File: src/rtl/spike_train_decoder_if.sv
// Voltage-in / spike-event-out bundle between a neuron tile readout and its decoder.
// master = tile/host side driving samples, slave = decoder producing events.
interface spike_train_decoder_if #(
   parameter int unsigned ISI_W = 16
);
   logic                    ena;
   logic signed [7:0]       v_in;
   logic                    spike;
   logic        [ISI_W-1:0] isi;
   logic                    isi_valid;
   logic        [7:0]       rate;
   logic                    rate_valid;
   logic                    burst;

   modport master (
      output ena, v_in,
      input  spike, isi, isi_valid, rate, rate_valid, burst
   );

   modport slave (
      input  ena, v_in,
      output spike, isi, isi_valid, rate, rate_valid, burst
   );
endinterface

File: src/rtl/spike_train_decoder.sv
// Spike detector with hysteresis on a signed voltage stream, plus ISI, windowed
// spike rate and burst flag; all counters advance only on enabled samples.
module spike_train_decoder #(
   parameter logic signed [7:0] THRESH    = 8'sd20,
   parameter int unsigned       HYST      = 10,
   parameter int unsigned       ISI_W     = 16,
   parameter int unsigned       WIN_LOG2  = 10,
   parameter int unsigned       BURST_ISI = 8
) (
   input  logic                  clk,
   input  logic                  rst,
   spike_train_decoder_if.slave  bus
);

   localparam logic signed [8:0] REARM_LVL = $signed({THRESH[7], THRESH}) - $signed(9'(HYST));
   localparam logic [ISI_W-1:0]  ISI_MAX   = '1;
   localparam logic [ISI_W:0]    BURST_LIM = (ISI_W+1)'(BURST_ISI);

   typedef enum logic {
      ARMED,
      FIRED
   } state_t;

   state_t                r_state;
   state_t                w_state_nxt;
   logic                  w_fire;
   logic signed [8:0]     w_v_ext;

   logic                  r_have_ref;
   logic [ISI_W-1:0]      r_isi_cnt;
   logic [ISI_W:0]        w_run;
   logic [ISI_W-1:0]      w_run_sat;

   logic [WIN_LOG2-1:0]   r_win;
   logic                  w_win_last;
   logic [7:0]            r_spk_cnt;
   logic [7:0]            w_spk_nxt;

   logic                  r_spike;
   logic [ISI_W-1:0]      r_isi;
   logic                  r_isi_valid;
   logic [7:0]            r_rate;
   logic                  r_rate_valid;
   logic                  r_burst;

   assign w_v_ext = {bus.v_in[7], bus.v_in};

   always_ff @(posedge clk or posedge rst) begin
      if (rst) r_state <= ARMED;
      else     r_state <= w_state_nxt;
   end

   always_comb begin
      w_state_nxt = r_state;
      w_fire      = 1'b0;
      if (bus.ena) begin
         case (r_state)
            ARMED: begin
               if (bus.v_in >= THRESH) begin
                  w_fire      = 1'b1;
                  w_state_nxt = FIRED;
               end
            end
            FIRED: begin
               if (w_v_ext < REARM_LVL) w_state_nxt = ARMED;
            end
            default: w_state_nxt = ARMED;
         endcase
      end
   end

   // Interval including the current sample; the counter itself stops at all-ones.
   assign w_run      = {1'b0, r_isi_cnt} + 1'b1;
   assign w_run_sat  = w_run[ISI_W] ? ISI_MAX : w_run[ISI_W-1:0];

   assign w_win_last = &r_win;
   assign w_spk_nxt  = (w_fire && (r_spk_cnt != 8'hFF)) ? r_spk_cnt + 8'd1 : r_spk_cnt;

   always_ff @(posedge clk or posedge rst) begin
      if (rst) begin
         r_have_ref   <= 1'b0;
         r_isi_cnt    <= '0;
         r_win        <= '0;
         r_spk_cnt    <= '0;
         r_spike      <= 1'b0;
         r_isi        <= '0;
         r_isi_valid  <= 1'b0;
         r_rate       <= '0;
         r_rate_valid <= 1'b0;
         r_burst      <= 1'b0;
      end else begin
         r_spike      <= 1'b0;
         r_isi_valid  <= 1'b0;
         r_rate_valid <= 1'b0;
         if (bus.ena) begin
            r_win <= r_win + 1'b1;
            if (w_fire) begin
               r_spike    <= 1'b1;
               r_isi_cnt  <= '0;
               r_have_ref <= 1'b1;
               // First spike after reset only establishes the reference point.
               if (r_have_ref) begin
                  r_isi       <= w_run_sat;
                  r_isi_valid <= 1'b1;
                  r_burst     <= ({1'b0, w_run_sat} <= BURST_LIM);
               end
            end else begin
               r_isi_cnt <= w_run_sat;
               if ({1'b0, w_run_sat} > BURST_LIM) r_burst <= 1'b0;
            end
            if (w_win_last) begin
               r_rate       <= w_spk_nxt;
               r_rate_valid <= 1'b1;
               r_spk_cnt    <= '0;
            end else begin
               r_spk_cnt <= w_spk_nxt;
            end
         end
      end
   end

   assign bus.spike      = r_spike;
   assign bus.isi        = r_isi;
   assign bus.isi_valid  = r_isi_valid;
   assign bus.rate       = r_rate;
   assign bus.rate_valid = r_rate_valid;
   assign bus.burst      = r_burst;

endmodule

File: src/flat_wrapper.sv
// flat-port wrapper written by rule: the top's interface ports become plain ports
module spike_train_decoder_flat 
#(
   parameter logic signed [7:0] THRESH    = 8'sd20,
   parameter int unsigned       HYST      = 10,
   parameter int unsigned       ISI_W     = 16,
   parameter int unsigned       WIN_LOG2  = 10,
   parameter int unsigned       BURST_ISI = 8
)
  (clk, rst, bus_ena, bus_v_in, bus_spike, bus_isi, bus_isi_valid, bus_rate, bus_rate_valid, bus_burst);
  spike_train_decoder_if #(.ISI_W(ISI_W)) bus_i ();
  input  logic clk;
  input  logic rst;
  input wire logic [$bits(bus_i.ena)-1:0] bus_ena;
  input wire logic [$bits(bus_i.v_in)-1:0] bus_v_in;
  output wire logic [$bits(bus_i.spike)-1:0] bus_spike;
  output wire logic [$bits(bus_i.isi)-1:0] bus_isi;
  output wire logic [$bits(bus_i.isi_valid)-1:0] bus_isi_valid;
  output wire logic [$bits(bus_i.rate)-1:0] bus_rate;
  output wire logic [$bits(bus_i.rate_valid)-1:0] bus_rate_valid;
  output wire logic [$bits(bus_i.burst)-1:0] bus_burst;
  assign bus_i.ena = bus_ena;
  assign bus_i.v_in = bus_v_in;
  assign bus_spike = bus_i.spike;
  assign bus_isi = bus_i.isi;
  assign bus_isi_valid = bus_i.isi_valid;
  assign bus_rate = bus_i.rate;
  assign bus_rate_valid = bus_i.rate_valid;
  assign bus_burst = bus_i.burst;
  spike_train_decoder #(.THRESH(THRESH), .HYST(HYST), .ISI_W(ISI_W), .WIN_LOG2(WIN_LOG2), .BURST_ISI(BURST_ISI)) u_core (.clk(clk), .rst(rst), .bus(bus_i));
endmodule
File: config.mk
export PLATFORM = sky130hd
export DESIGN_NAME = spike_train_decoder_flat
export DESIGN_NICKNAME = d
export VERILOG_FILES = /design/src/rtl/spike_train_decoder_if.sv /design/src/rtl/spike_train_decoder.sv /design/src/flat_wrapper.sv
export SDC_FILE = /design/constraint.sdc
export NUM_CORES = 1
export LEC_CHECK = 0
export CAP_MARGIN = 30
export CELL_PAD_IN_SITES_DETAIL_PLACEMENT = 1
export CELL_PAD_IN_SITES_GLOBAL_PLACEMENT = 1
export CORE_MARGIN = 1.5
export CORE_UTILIZATION = 46
export CTS_CLUSTER_SIZE = 25
export DETAILED_ROUTE_END_ITERATION = 8
export GPL_TIMING_DRIVEN = 0
export PLACE_DENSITY_LB_ADDON = 0.1
export RECOVER_POWER = 50
export SYNTH_ARGS = -nofsm -noshare
export SYNTH_HDL_FRONTEND = slang
export SYNTH_SLANG_ARGS = --single-unit
File: constraint.sdc
create_clock -name clk -period 4.2 [get_ports clk]
set_input_delay 0.84 -clock clk [delete_from_list [all_inputs] [get_ports clk]]
set_output_delay 0.84 -clock clk [all_outputs]
set_load 0.02 [all_outputs]
==> results.json <==
{
  "cellPowerDensity_nw_per_um2": 482,
  "cts-hold-fix-buffers": 0,
  "cts_resized": 0,
  "grt_max_degree": 42,
  "drv_cap": 0,
  "ys_seq_area_frac": 0.486,
  "crit_family": "buffers and inverters",
  "layout_common_cells": "dfrtp_1, nand2_1, clkdlybuf4s50_1, a21oi_1",
  "hold_viol_final": 0,
  "critPathLaunchType": "primary input",
  "coreArea_um2": 6870,
  "finalMaxSlewViolations": 0,
  "fin_crit_sh": 0.654,
  "synth_area_um2": 3300,
  "initial_core_util": 0.480,
  "crit_chain": "dlygate4sd3_1 > nand2b_1 > a211o_4 > inv_1 > nand2_4 > inv_2 > a2bb2oi_1 > o2111ai_1 > o21ai_1",
  "maxClockFrequency_mhz": 364,
  "end_kind": "register",
  "area_growth_pct": 21.5,
  "path_max_fanout": 8,
  "dieArea_um2": 7690,
  "crit_type": "in -> reg",
  "grt_pass1_wl_um": 15100,
  "hold_path.class": "reg -> reg",
  "cts_buffers": 9,
  "synth-seq-cells": 64,
  "cts_tree": "yes",
  "cts_sinks": 64,
  "run_status": "complete, no violations",
  "drc_errors": 0,
  "drtPass1Iterations": 4,
  "diodes": 0,
  "crit_buf_inv": 3,
  "post-dp-hpwl_um": 6290,
  "clk_pin_slew_ns": 0.07,
  "htree_levels": 3,
  "io_pins": 39,
  "max_slew.worst_pin.slew_ns": 0.986,
  "cp.depth": 9,
  "grt_overflow_total": 0,
  "ys_types": 55,
  "cp_data_arrival_time_ns": 3.02,
  "finalSetupViolCount": 0,
  "setup_tns_ns": 0,
  "cts_root_buffer": "clkbuf_8",
  "grt_use_total": 0.258,
  "wl_um": 8990,
  "clock_path_buffers": 2,
  "syn_area_per_cell_um2": 9.53,
  "synth_edf_count": 0,
  "final_common_cell": "dfrtp_1",
  "slowest_stage": "dlygate4sd3_1",
  "drt-initial-drc-count": 135,
  "async_flop_share": 1.00,
  "fin_crit_ns": 2.75,
  "layout-drive-gt1-share": 0.100,
  "r2r_slack_ns": 1.73,
  "die_x_um": 87.7,
  "cp_slowest_stage_delay_ns": 0.65,
  "yosys_warnings": 0,
  "rsz0062_at_grt": "false",
  "viasPerCell": 5.84,
  "critPathRequiredTime_ns": 4.48,
  "drtAntennaViolNets": 0,
  "nets": 409,
  "leakage_uw": 0.00163,
  "vdd_drop_max_uv": 345,
  "post_cts_buffers": 0,
  "grt_pass1_vias": 2982,
  "routedWlPerCell_um": 18.1,
  "port_buffers": 37,
  "hold-path-cell-count": 2,
  "die_y_um": 87.7,
  "fp-row-count": 30,
  "whs_ns": 0.472,
  "reg2reg_depth": 8,
  "maxSlewHeadroom": 0.342,
  "synth_cells": 346,
  "clk_latency_ns": 0.35,
  "clock_skew_ns": 0.00848,
  "antenna_found_initial": 0,
  "ys.flop_type": "dfrtp_1",
  "place_congestion": 0.834,
  "routed-via-count": 2895,
  "synth_nets": 360
}
## state kept, by name (all words and copies together) (netlist names)
register,flops
u_core.r_spk_cnt,8
u_core.bus.isi,16
u_core.r_have_ref,1
u_core.r_state,1
u_core.bus.rate,8
u_core.bus.rate_valid,1
u_core.bus.spike,1
u_core.bus.isi_valid,1
u_core.r_isi_cnt,16
u_core.r_win,10
u_core.bus.burst,1
## metrics by stage
stage | utilization | power [uW] | setup slack (ns) | area (um2) | cells
final | 0.583 | 1930 | 1.45 | 4010 | 496
after global routing | 0.583 | 2030 | 1.36 | 4010 | 496
after CTS | 0.583 | 1940 | 1.65 | 4010 | 496
after detailed placement | 0.554 | 1390 | 1.27 | 3810 | 480
after floorplan | - | 1180 | 1.76 | 3300 | 346
after global placement | 0.552 | 1360 | 0.579 | 3790 | 479
## cell usage after synthesis, drive strengths merged, types with 2 or more instances
cell,instances,area [um2]
nand2b,7,43.8
a31oi,3,18.8
o2bb2ai,6,52.6
a21oi,29,145
dfrtp,64,1600
nor2b,2,12.5
clkbuf,12,45.0
o21a,4,30.0
inv,5,18.8
o22ai,3,18.8
nor2,24,100
a21o,2,15.0
nor3,10,71.3
and3,6,37.5
and4,5,43.8
or2,2,12.5
xor2,3,26.3
a2bb2oi,2,23.8
nor4,3,40.0
ha,3,37.5
o31ai,8,65.1
nand3,20,105
nand2,38,150
mux2i,4,40.0
buf,7,37.5
nand4,10,83.8
o21ai,39,195
xnor2,14,123
## worst paths after layout
kind	from	end
worst min-delay path	u_core.bus.isi[13]	u_core.bus.isi[13]
max in group asynchronous	rst	u_core.r_isi_cnt[5]
worst max register to register	u_core.r_isi_cnt[0]	u_core.bus.burst
worst max-delay path	bus_ena	u_core.bus.burst
min in group asynchronous	rst	u_core.bus.isi[6]
worst min register to register	u_core.bus.isi[13]	u_core.bus.isi[13]
## final cells by class
| type | count | area, um2 |
|---|---|---|
| Sequential cell | 64 | 1600 |
| Clock buffer | 13 | 159 |
| Clock inverter | 3 | 40.0 |
| Buffer | 19 | 82.6 |
| Timing Repair Buffer | 38 | 390 |
| Inverter | 5 | 18.8 |
| Tap cell | 96 | 120 |
| Multi-Input combinational cell | 258 | 1600 |
| Fill cell | 786 | 2860 |
## per-layer routing
metal | vias up | track usage | wire (um)
met4 | 0 | 0.0823 | 132
met2 | 85 | 0.425 | 4430
met3 | 14 | 0.0471 | 437
met5 | - | 0 | 0
li1 | 1347 | - | -
met1 | 1449 | 0.347 | 3990
## tightest hold or removal path, stage by stage (launching register included)
cell and delay (ns):
dfrtp_1 0.34, nand2_1 0.05, nand2_1 0.05
## report_power, final
part	switching (uW)	total, uW	internal [uW]
registers	106	839	732
logic	308	546	238
clock network	243	548	305
## logic make-up after synthesis
family | count (synthesis) | synth area share
AND/OR/NAND/NOR | 131 | 0.222
AO/OA/AOI/OAI | 102 | 0.189
flip-flops | 64 | 0.486
buffers and inverters | 24 | 0.0307
XOR/XNOR | 17 | 0.0451
multiplexers | 5 | 0.0156
adder cells (fa/ha/maj) | 3 | 0.0114
No activity file was read; power rests on OpenSTA's default activity.
